[config.mk]
export PLATFORM = sky130hd
export DESIGN_NAME = mux_filtros_xfade
export DESIGN_NICKNAME = d
export VERILOG_FILES = /design/src/rtl/mux_filtros_xfade_pkg.sv /design/src/rtl/mux_filtros_sel.sv /design/src/rtl/mux_filtros_xfade.sv
export SDC_FILE = /design/constraint.sdc
export NUM_CORES = 1
export LEC_CHECK = 0
export CAP_MARGIN = 10
export CORE_MARGIN = 4
export CORE_UTILIZATION = 34
export DETAILED_ROUTE_END_ITERATION = 12
export HOLD_SLACK_MARGIN = 0.1
export PLACE_DENSITY = 0.51
export SETUP_SLACK_MARGIN = 0.15
export SYNTH_ARGS = -nofsm -noshare
export SYNTH_HDL_FRONTEND = slang
export SYNTH_SLANG_ARGS = --single-unit
[constraint.sdc]
create_clock -name clk -period 8.8 [get_ports clk]
set_input_delay 1.76 -clock clk [delete_from_list [all_inputs] [get_ports clk]]
set_output_delay 1.76 -clock clk [all_outputs]
set_load 0.01 [all_outputs]
[src/rtl/mux_filtros_xfade_pkg.sv]
// Shared definitions for the band-output selector with crossfade.
package mux_filtros_xfade_pkg;

  localparam int unsigned N_DEF = 23;

  typedef enum logic {
    FILT_IDLE = 1'b0,
    FILT_FADE = 1'b1
  } filt_state_e;

  localparam int unsigned CH_BAJOS  = 0;
  localparam int unsigned CH_MEDIOS = 1;
  localparam int unsigned CH_ALTOS  = 2;

endpackage

[src/rtl/mux_filtros_sel.sv]
// Combinational band extractor: returns bandas[idx], out-of-range idx maps to channel 0.
module mux_filtros_sel
  import mux_filtros_xfade_pkg::*;
#(
  parameter int unsigned N    = N_DEF,
  parameter int unsigned M    = 3,
  parameter int unsigned SELW = 2
) (
  input  logic [M*N-1:0]        bandas,
  input  logic [SELW-1:0]       idx,
  output logic signed [N-1:0]   muestra_c
);

  always_comb begin
    muestra_c = bandas[CH_BAJOS*N +: N];
    for (int i = 0; i < int'(M); i++) begin
      if (32'(idx) == 32'(i)) muestra_c = bandas[i*N +: N];
    end
  end

endmodule

[src/rtl/mux_filtros_xfade.sv]
// Band selector that crossfades linearly over 2^K samples on a selection change.
module mux_filtros_xfade
  import mux_filtros_xfade_pkg::*;
#(
  parameter int unsigned N    = N_DEF,
  parameter int unsigned M    = 3,
  parameter int unsigned SELW = 2,
  parameter int unsigned K    = 4
) (
  input  logic                  clk,
  input  logic                  reset,
  input  logic [M*N-1:0]        bandas,
  input  logic [SELW-1:0]       caso,
  input  logic                  muestra_valida,
  output logic signed [N-1:0]   sal_mux,
  output logic                  sal_valida,
  output logic                  cambiando
);

  localparam int unsigned L  = 2**K;
  localparam int unsigned PW = N + K + 2;
  localparam int unsigned SW = N + K + 3;

  filt_state_e         state, state_n;
  logic [SELW-1:0]     actual, actual_n, src, src_n, dst, dst_n;
  logic [K-1:0]        j, j_n;
  logic signed [N-1:0] sal_n;
  logic                valida_n, cambiando_n;

  logic [SELW-1:0]     caso_ef_c, src_idx_c;
  logic signed [N-1:0] a_c, b_c;
  logic [K:0]          w_src_c, w_dst_c;
  logic signed [K+1:0] ws_src_c, ws_dst_c;
  logic signed [PW-1:0] p_src_c, p_dst_c;
  logic signed [SW-1:0] suma_c, desp_c;
  logic signed [N-1:0] fade_c;

  assign caso_ef_c = (32'(caso) < M) ? caso : SELW'(CH_BAJOS);
  assign src_idx_c = (state == FILT_IDLE) ? actual : src;

  mux_filtros_sel #(.N(N), .M(M), .SELW(SELW)) u_sel_src (
    .bandas    (bandas),
    .idx       (src_idx_c),
    .muestra_c (a_c)
  );

  mux_filtros_sel #(.N(N), .M(M), .SELW(SELW)) u_sel_dst (
    .bandas    (bandas),
    .idx       (dst),
    .muestra_c (b_c)
  );

  // Convex weighting: (a*(L-j) + b*j) >>> K, floor rounding, never overflows N bits
  always_comb begin
    w_src_c  = (K+1)'(L) - {1'b0, j};
    w_dst_c  = {1'b0, j};
    ws_src_c = $signed({1'b0, w_src_c});
    ws_dst_c = $signed({1'b0, w_dst_c});
    p_src_c  = PW'(a_c) * PW'(ws_src_c);
    p_dst_c  = PW'(b_c) * PW'(ws_dst_c);
    suma_c   = SW'(p_src_c) + SW'(p_dst_c);
    desp_c   = suma_c >>> K;
    fade_c   = N'(desp_c);
  end

  always_ff @(posedge clk) begin
    if (reset) begin
      state      <= FILT_IDLE;
      actual     <= SELW'(CH_BAJOS);
      src        <= '0;
      dst        <= '0;
      j          <= '0;
      sal_mux    <= '0;
      sal_valida <= 1'b0;
      cambiando  <= 1'b0;
    end else begin
      state      <= state_n;
      actual     <= actual_n;
      src        <= src_n;
      dst        <= dst_n;
      j          <= j_n;
      sal_mux    <= sal_n;
      sal_valida <= valida_n;
      cambiando  <= cambiando_n;
    end
  end

  always_comb begin
    state_n  = state;
    actual_n = actual;
    src_n    = src;
    dst_n    = dst;
    j_n      = j;
    sal_n    = sal_mux;
    valida_n = 1'b0;
    if (muestra_valida) begin
      valida_n = 1'b1;
      case (state)
        FILT_IDLE: begin
          sal_n = a_c;
          if (caso_ef_c != actual) begin
            src_n   = actual;
            dst_n   = caso_ef_c;
            j_n     = K'(1);
            state_n = FILT_FADE;
          end
        end
        FILT_FADE: begin
          sal_n = fade_c;
          j_n   = j + K'(1);
          if (j == K'(L - 1)) begin
            actual_n = dst;
            state_n  = FILT_IDLE;
          end
        end
        default: state_n = FILT_IDLE;
      endcase
    end
    cambiando_n = (state_n == FILT_FADE);
  end

endmodule

Word-level counts from Yosys, hierarchy flattened
Index checks and enable logic that the tools add are counted.
- register bits after elaboration: 35
- input bits: 74
- output and inout bits: 25
- logic and storage cells: 37
- $add $sub $neg: 3
- $mul: 2
- order comparisons: 1
- equality and inequality tests: 7
- muxes and demuxes: 13
- bitwise logic cells: 1
- reductions and logical operators: 3
- operators with widths (operator ; number):
    23-bit two-way mux ; 4
    23-bit one-hot mux with 2 select lines ; 1
    27-bit adder ; 1
    23-bit by 5-bit multiplier with 27-bit output ; 1
    23-bit by 6-bit multiplier with 27-bit output ; 1
    4-bit one-hot mux with 2 select lines ; 1
    3-bit AND reduction ; 2
    5-bit by 4-bit subtractor with 5-bit output, first input constant ; 1
    4-bit by 1-bit adder with 4-bit output, second input constant ; 1
    2-bit by 1-bit equality test with 1-bit output, second input constant ; 2
    2-bit equality test, second input constant ; 2
    4-bit equality test, second input constant ; 1
    2-bit two-way mux ; 2
    4-bit two-way mux ; 1
    1-bit two-way mux ; 3
    2-bit less-than comparator, second input constant ; 1
    2-bit by 1-bit != test with 1-bit output, second input constant ; 1
    2-bit != test ; 1
    1-bit one-hot mux with 2 select lines ; 1
    2-bit AND reduction ; 1
    1-bit NOT ; 1

Longest topological paths before layout
- depth in word-level cells: 7
- gate-level depth with buffers: 25
- mapped depth without buffers: 23

By module
From an unflattened synthesis, not the netlist that was laid out.
- cell total of the unflattened synthesis: 1114
- area, all modules: 10105.9 µm²
- modules (own cells, without submodules) (module ; times used ; cells an instance ; area an instance (µm²) ; sequential area each (µm²)):
    mux_filtros_xfade ; 1 ; 960 ; 8506.9 ; 700.7
    mux_filtros_sel ; 2 ; 77 ; 799.5 ; 0.0

Least setup slack after synthesis
OpenSTA, ideal clock, no wires.
- path type: input to register
- from: input port bandas[0]
- to: register sal_mux[17]
- setup time: 0.088 ns
- arrival: 7.246 ns
- required time: 8.712 ns
- setup slack: 1.466 ns
- cell stages on the path: 21
- buffers on the path: 0
- cell sequence: nor2b_1 o211ai_1 a21oi_1 a21oi_1 nand2b_1 fa_1 inv_1 fa_1 fa_1 fa_1 fa_1 ha_1 a2111oi_1 nand2b_1 o21ai_0 a21oi_2 a21oi_2 o31ai_2 or4b_1 o41a_1 a311oi_2
- cells in the longest elaborated chain, start to end: 5
- elaborated cells on any way between the ends: 8
- those cells by class: add/sub: 1; mul: 2; mux: 5
- ends and longest elaborated chain (item ; RTL line ; RTL):
    start: declaration ; mux_filtros_xfade.sv:12 ; input logic [M*N-1:0] bandas,
    23-bit two-way mux (2 in a row) ; mux_filtros_sel.sv:17 ; if (32'(idx) == 32'(i)) muestra_c = bandas[i*N +: N];
    23-bit by 6-bit multiplier with 27-bit output or 23-bit by 5-bit multiplier with 27-bit output (tied branches) ; mux_filtros_xfade.sv:59, mux_filtros_xfade.sv:60 ;
    27-bit adder * ; mux_filtros_xfade.sv:61 ; suma_c = SW'(p_src_c) + SW'(p_dst_c);
    23-bit one-hot mux with 2 select lines * ; mux_filtros_xfade.sv:98 ; case (state)
    end signal: assignment ; mux_filtros_xfade.sv:82 ; sal_mux <= sal_n;
    end: declaration ; mux_filtros_xfade.sv:15 ; output logic signed [N-1:0] sal_mux,
Every way passes the cells marked *; elsewhere a longest branch is shown, timed or not.
A chain may end at the register's enable or synchronous reset.

Worst setup path after layout
- from: input port bandas[1]
- to: register sal_mux[17]
Same word-level chain as after synthesis.

==> flow_metrics.py <==
metrics = {
    "synthesis": {
        "ys_types": 61,
        "synth_area_per_cell_um2": 8.44,
        "synth_async_sr_flop_share": 0,
        "synth_top_area_share": 0.323,
        "ys_seq_elements": 35,
        "syn_inst": 1167,
        "synth-seq-area-share": 0.0711,
        "synthTopCellsByCount": "inv_1, fa_1, and2_1",
        "yosysMostFrequentCell": "inv_1",
        "yosys_warnings": 0,
        "syn-num-nets": 1481,
        "dominantRegCellSynth": "dfxtp_1",
        "synth_area_leaders": "fa_1, ha_1, and2_1",
        "syn_area_um2": 9850,
        "synth_largest_area_cell": "fa_1",
        "synth_edf_count": 0,
    },
    "detailed_routing": {
        "wl_per_cell_um": 16.8,
        "route.detailed.drc": 0,
        "ant_nets": 0,
        "drt-initial-drc-count": 286,
        "first_pass_iters": 4,
        "wirelength_mm": 27.5,
        "num_vias": 8041,
        "avgViaCountPerCell": 4.92,
    },
    "global_routing": {
        "antenna_found_initial": 0,
        "grt_pass1_vias": 8576,
        "overflow": 0,
        "grt_pass1_wl_mm": 45.5,
        "grt.total_usage": 0.180,
        "grt_max_degree": 49,
    },
    "floorplan": {
        "ios": 99,
        "chipWidth_um": 178,
        "dieArea_um2": 31800,
        "design.core.area_um2": 28600,
        "rows": 62,
        "die_y_um": 178,
        "start_util": 0.344,
    },
    "finish": {
        "antenna_cells": 0,
        "fin_nets": 1563,
        "drive_above_1_share": 0.0504,
        "multi_input_area_um2": 8190,
        "regArea_um2": 703,
        "fillers": 2887,
        "areaGrowthSynthToFinish_pct": 16.8,
        "design_area_um2": 11500,
    },
    "setup_path": {
        "r2r_start": "state$_SDFFE_PP0P_",
        "timing.rr.end": "sal_mux[17]$_SDFFE_PP0P_",
        "r2r_setup_slack_ns": 1.06,
        "arrival_ns": 8.24,
        "path_class": "in -> reg",
        "end_kind": "flop",
        "reg2reg_depth": 21,
        "worstPathMaxFanout": 6,
        "start_kind": "input port",
        "critical_path_required_ns": 8.99,
    },
    "cts": {
        "cts_made_buffers": 5,
        "cts_max_path_buffers": 2,
        "cts_setup_buffers": 0,
        "cts_resized": 0,
        "clockRootBuffer": "clkbuf_16",
        "cts_hold_buf": 0,
        "clk_latency_ns": 0.28,
        "clk_pin_slew_ns": 0.06,
        "cts.sinks": 35,
        "htree_num_levels": 2,
        "cts_tree": "done",
    },
    "timing": {
        "grt_setup_unrepaired": "false",
        "max_freq_mhz": 124,
        "tns_ns": 0,
        "tightest_slew_ns": 1.16,
        "setup_viol": 0,
        "maxSlewHeadroom": 0.226,
        "finalHoldViolCount": 0,
        "finalCritPeriodShare": 0.914,
        "finalMaxSlewViolations": 0,
        "fin_worst_skew_ns": 0.00416,
        "period_needed_ns": 8.05,
    },
    "worst_hold_path": {
        "min_path_type": "reg -> reg",
        "whs_endpoint": "sal_mux[11]$_SDFFE_PP0P_",
        "holdCritStartpoint": "sal_mux[11]$_SDFFE_PP0P_",
        "holdPathStages": 2,
    },
    "placed_design": {
        "hpwl_mm": 22.3,
        "io_buffers": 98,
        "postPlaceCellArea_um2": 11400,
        "place_congestion": 0.857,
    },
    "pwr": {
        "p_per_area_nw_per_um2": 147,
        "p_leak_nw": 5.30,
        "vdd_ir_drop_max_mv": 0.103,
    },
    "run": {
        "maxCapViolations": 0,
    },
    "outcome": {
        "status": "finished, final reports clean",
    },
}
worst max-delay path, stage by stage:
cell and delay (ns):
clkdlybuf4s50_1 0.50, mux2i_1 0.08, a21oi_1 0.51, nand2_1 0.15, fa_1 0.47, fa_1 0.54, inv_1 0.05, fa_1 0.54
fa_1 0.42, fa_1 0.47, ha_1 0.36, a2111oi_1 0.50, nand2b_1 0.17, o21ai_0 0.11, a21oi_2 0.34, a21oi_2 0.14
o31ai_2 0.29, or4b_1 0.46, o41a_1 0.14, a311oi_2 0.23
through the flow:
stage	total power [mW]	util	instances	setup WS, ns	hold slack [ns]
2_1_floorplan	1.18	-	1167	1.47	0.495
3_3_place_gp	1.52	0.397	1626	0.555	0.471
3_5_place_dp	1.52	0.397	1626	0.537	0.476
4_1_cts	1.71	0.402	1634	0.778	0.488
5_1_grt	1.91	0.402	1634	0.331	0.507
6_report	1.69	0.402	1634	0.753	0.485
cells in the final DEF (no fill, tap or decap), types with 9 or more instances in the layout:
master / instances
nand2_1: 95
mux2i_1: 56
nor3_1: 14
fa_1: 159
xnor2_1: 23
inv_1: 201
nor2_1: 72
buf_4: 33
a21oi_1: 75
and2_1: 129
dfxtp_1: 33
clkdlybuf4s50_1: 98
ha_1: 81
nor2b_1: 28
a21o_1: 9
a211oi_1: 40
o21ai_0: 10
power by group:
| group | leakage (nW) | switching (mW) | internal [mW] |
|---|---|---|---|
| Sequential | 0.290 | 0.0163 | 0.174 |
| Combinational | 4.94 | 0.744 | 0.574 |
| Clock | 0.0664 | 0.0727 | 0.106 |
| Total | 5.30 | 0.833 | 0.854 |
final cells by class:
class	count	share of cell area
multi-input cells	874	0.712
well taps	384	0.0417
clock inverters	3	0.00207
flip-flops and latches	35	0.0611
repair buffers	131	0.107
clock buffers	5	0.0109
inverters	202	0.0659
routing by layer:
metal  vias up  global-route usage  part of all wire
met5         -                   0                 0
met2       141               0.331              0.52
met4         0              0.0361             0.016
met1      4004               0.233              0.43
li1       3871                   -                 -
met3        25              0.0123             0.031
state kept, by name, summed over array words and instances, names as in the netlist:
signal,count
j,4
actual,2
dst,2
src,2
sal_valida,1
state,1
sal_mux,23
how the worst max path moves through the flow:
| stage | from | slack (ns) | to | cells past startpoint |
|---|---|---|---|---|
| after floorplan | bandas[0] | 1.47 | sal_mux[17]$_SDFFE_PP0P_ | 21 |
| after global placement | bandas[0] | 0.55 | sal_mux[17]$_SDFFE_PP0P_ | 22 |
| after detailed placement | bandas[1] | 0.54 | sal_mux[22]$_SDFFE_PP0P_ | 20 |
| after CTS | bandas[1] | 0.78 | sal_mux[17]$_SDFFE_PP0P_ | 20 |
| after global routing | bandas[0] | 0.33 | sal_mux[17]$_SDFFE_PP0P_ | 22 |
| final | bandas[1] | 0.75 | sal_mux[17]$_SDFFE_PP0P_ | 20 |
cells by family (layout without fill, tap and decap cells):
family                   count (synthesis)  count (layout)  synth area share
AO/OA/AOI/OAI                          178             178             0.126
XOR/XNOR                                29              29            0.0258
adder cells (fa/ha/maj)                240             240             0.426
buffers and inverters                  258             341            0.0998
flip-flops                              35              35            0.0711
multiplexers                            57              57            0.0584
AND/OR/NAND/NOR                        370             370             0.193
(Power assumes the default switching activity.)
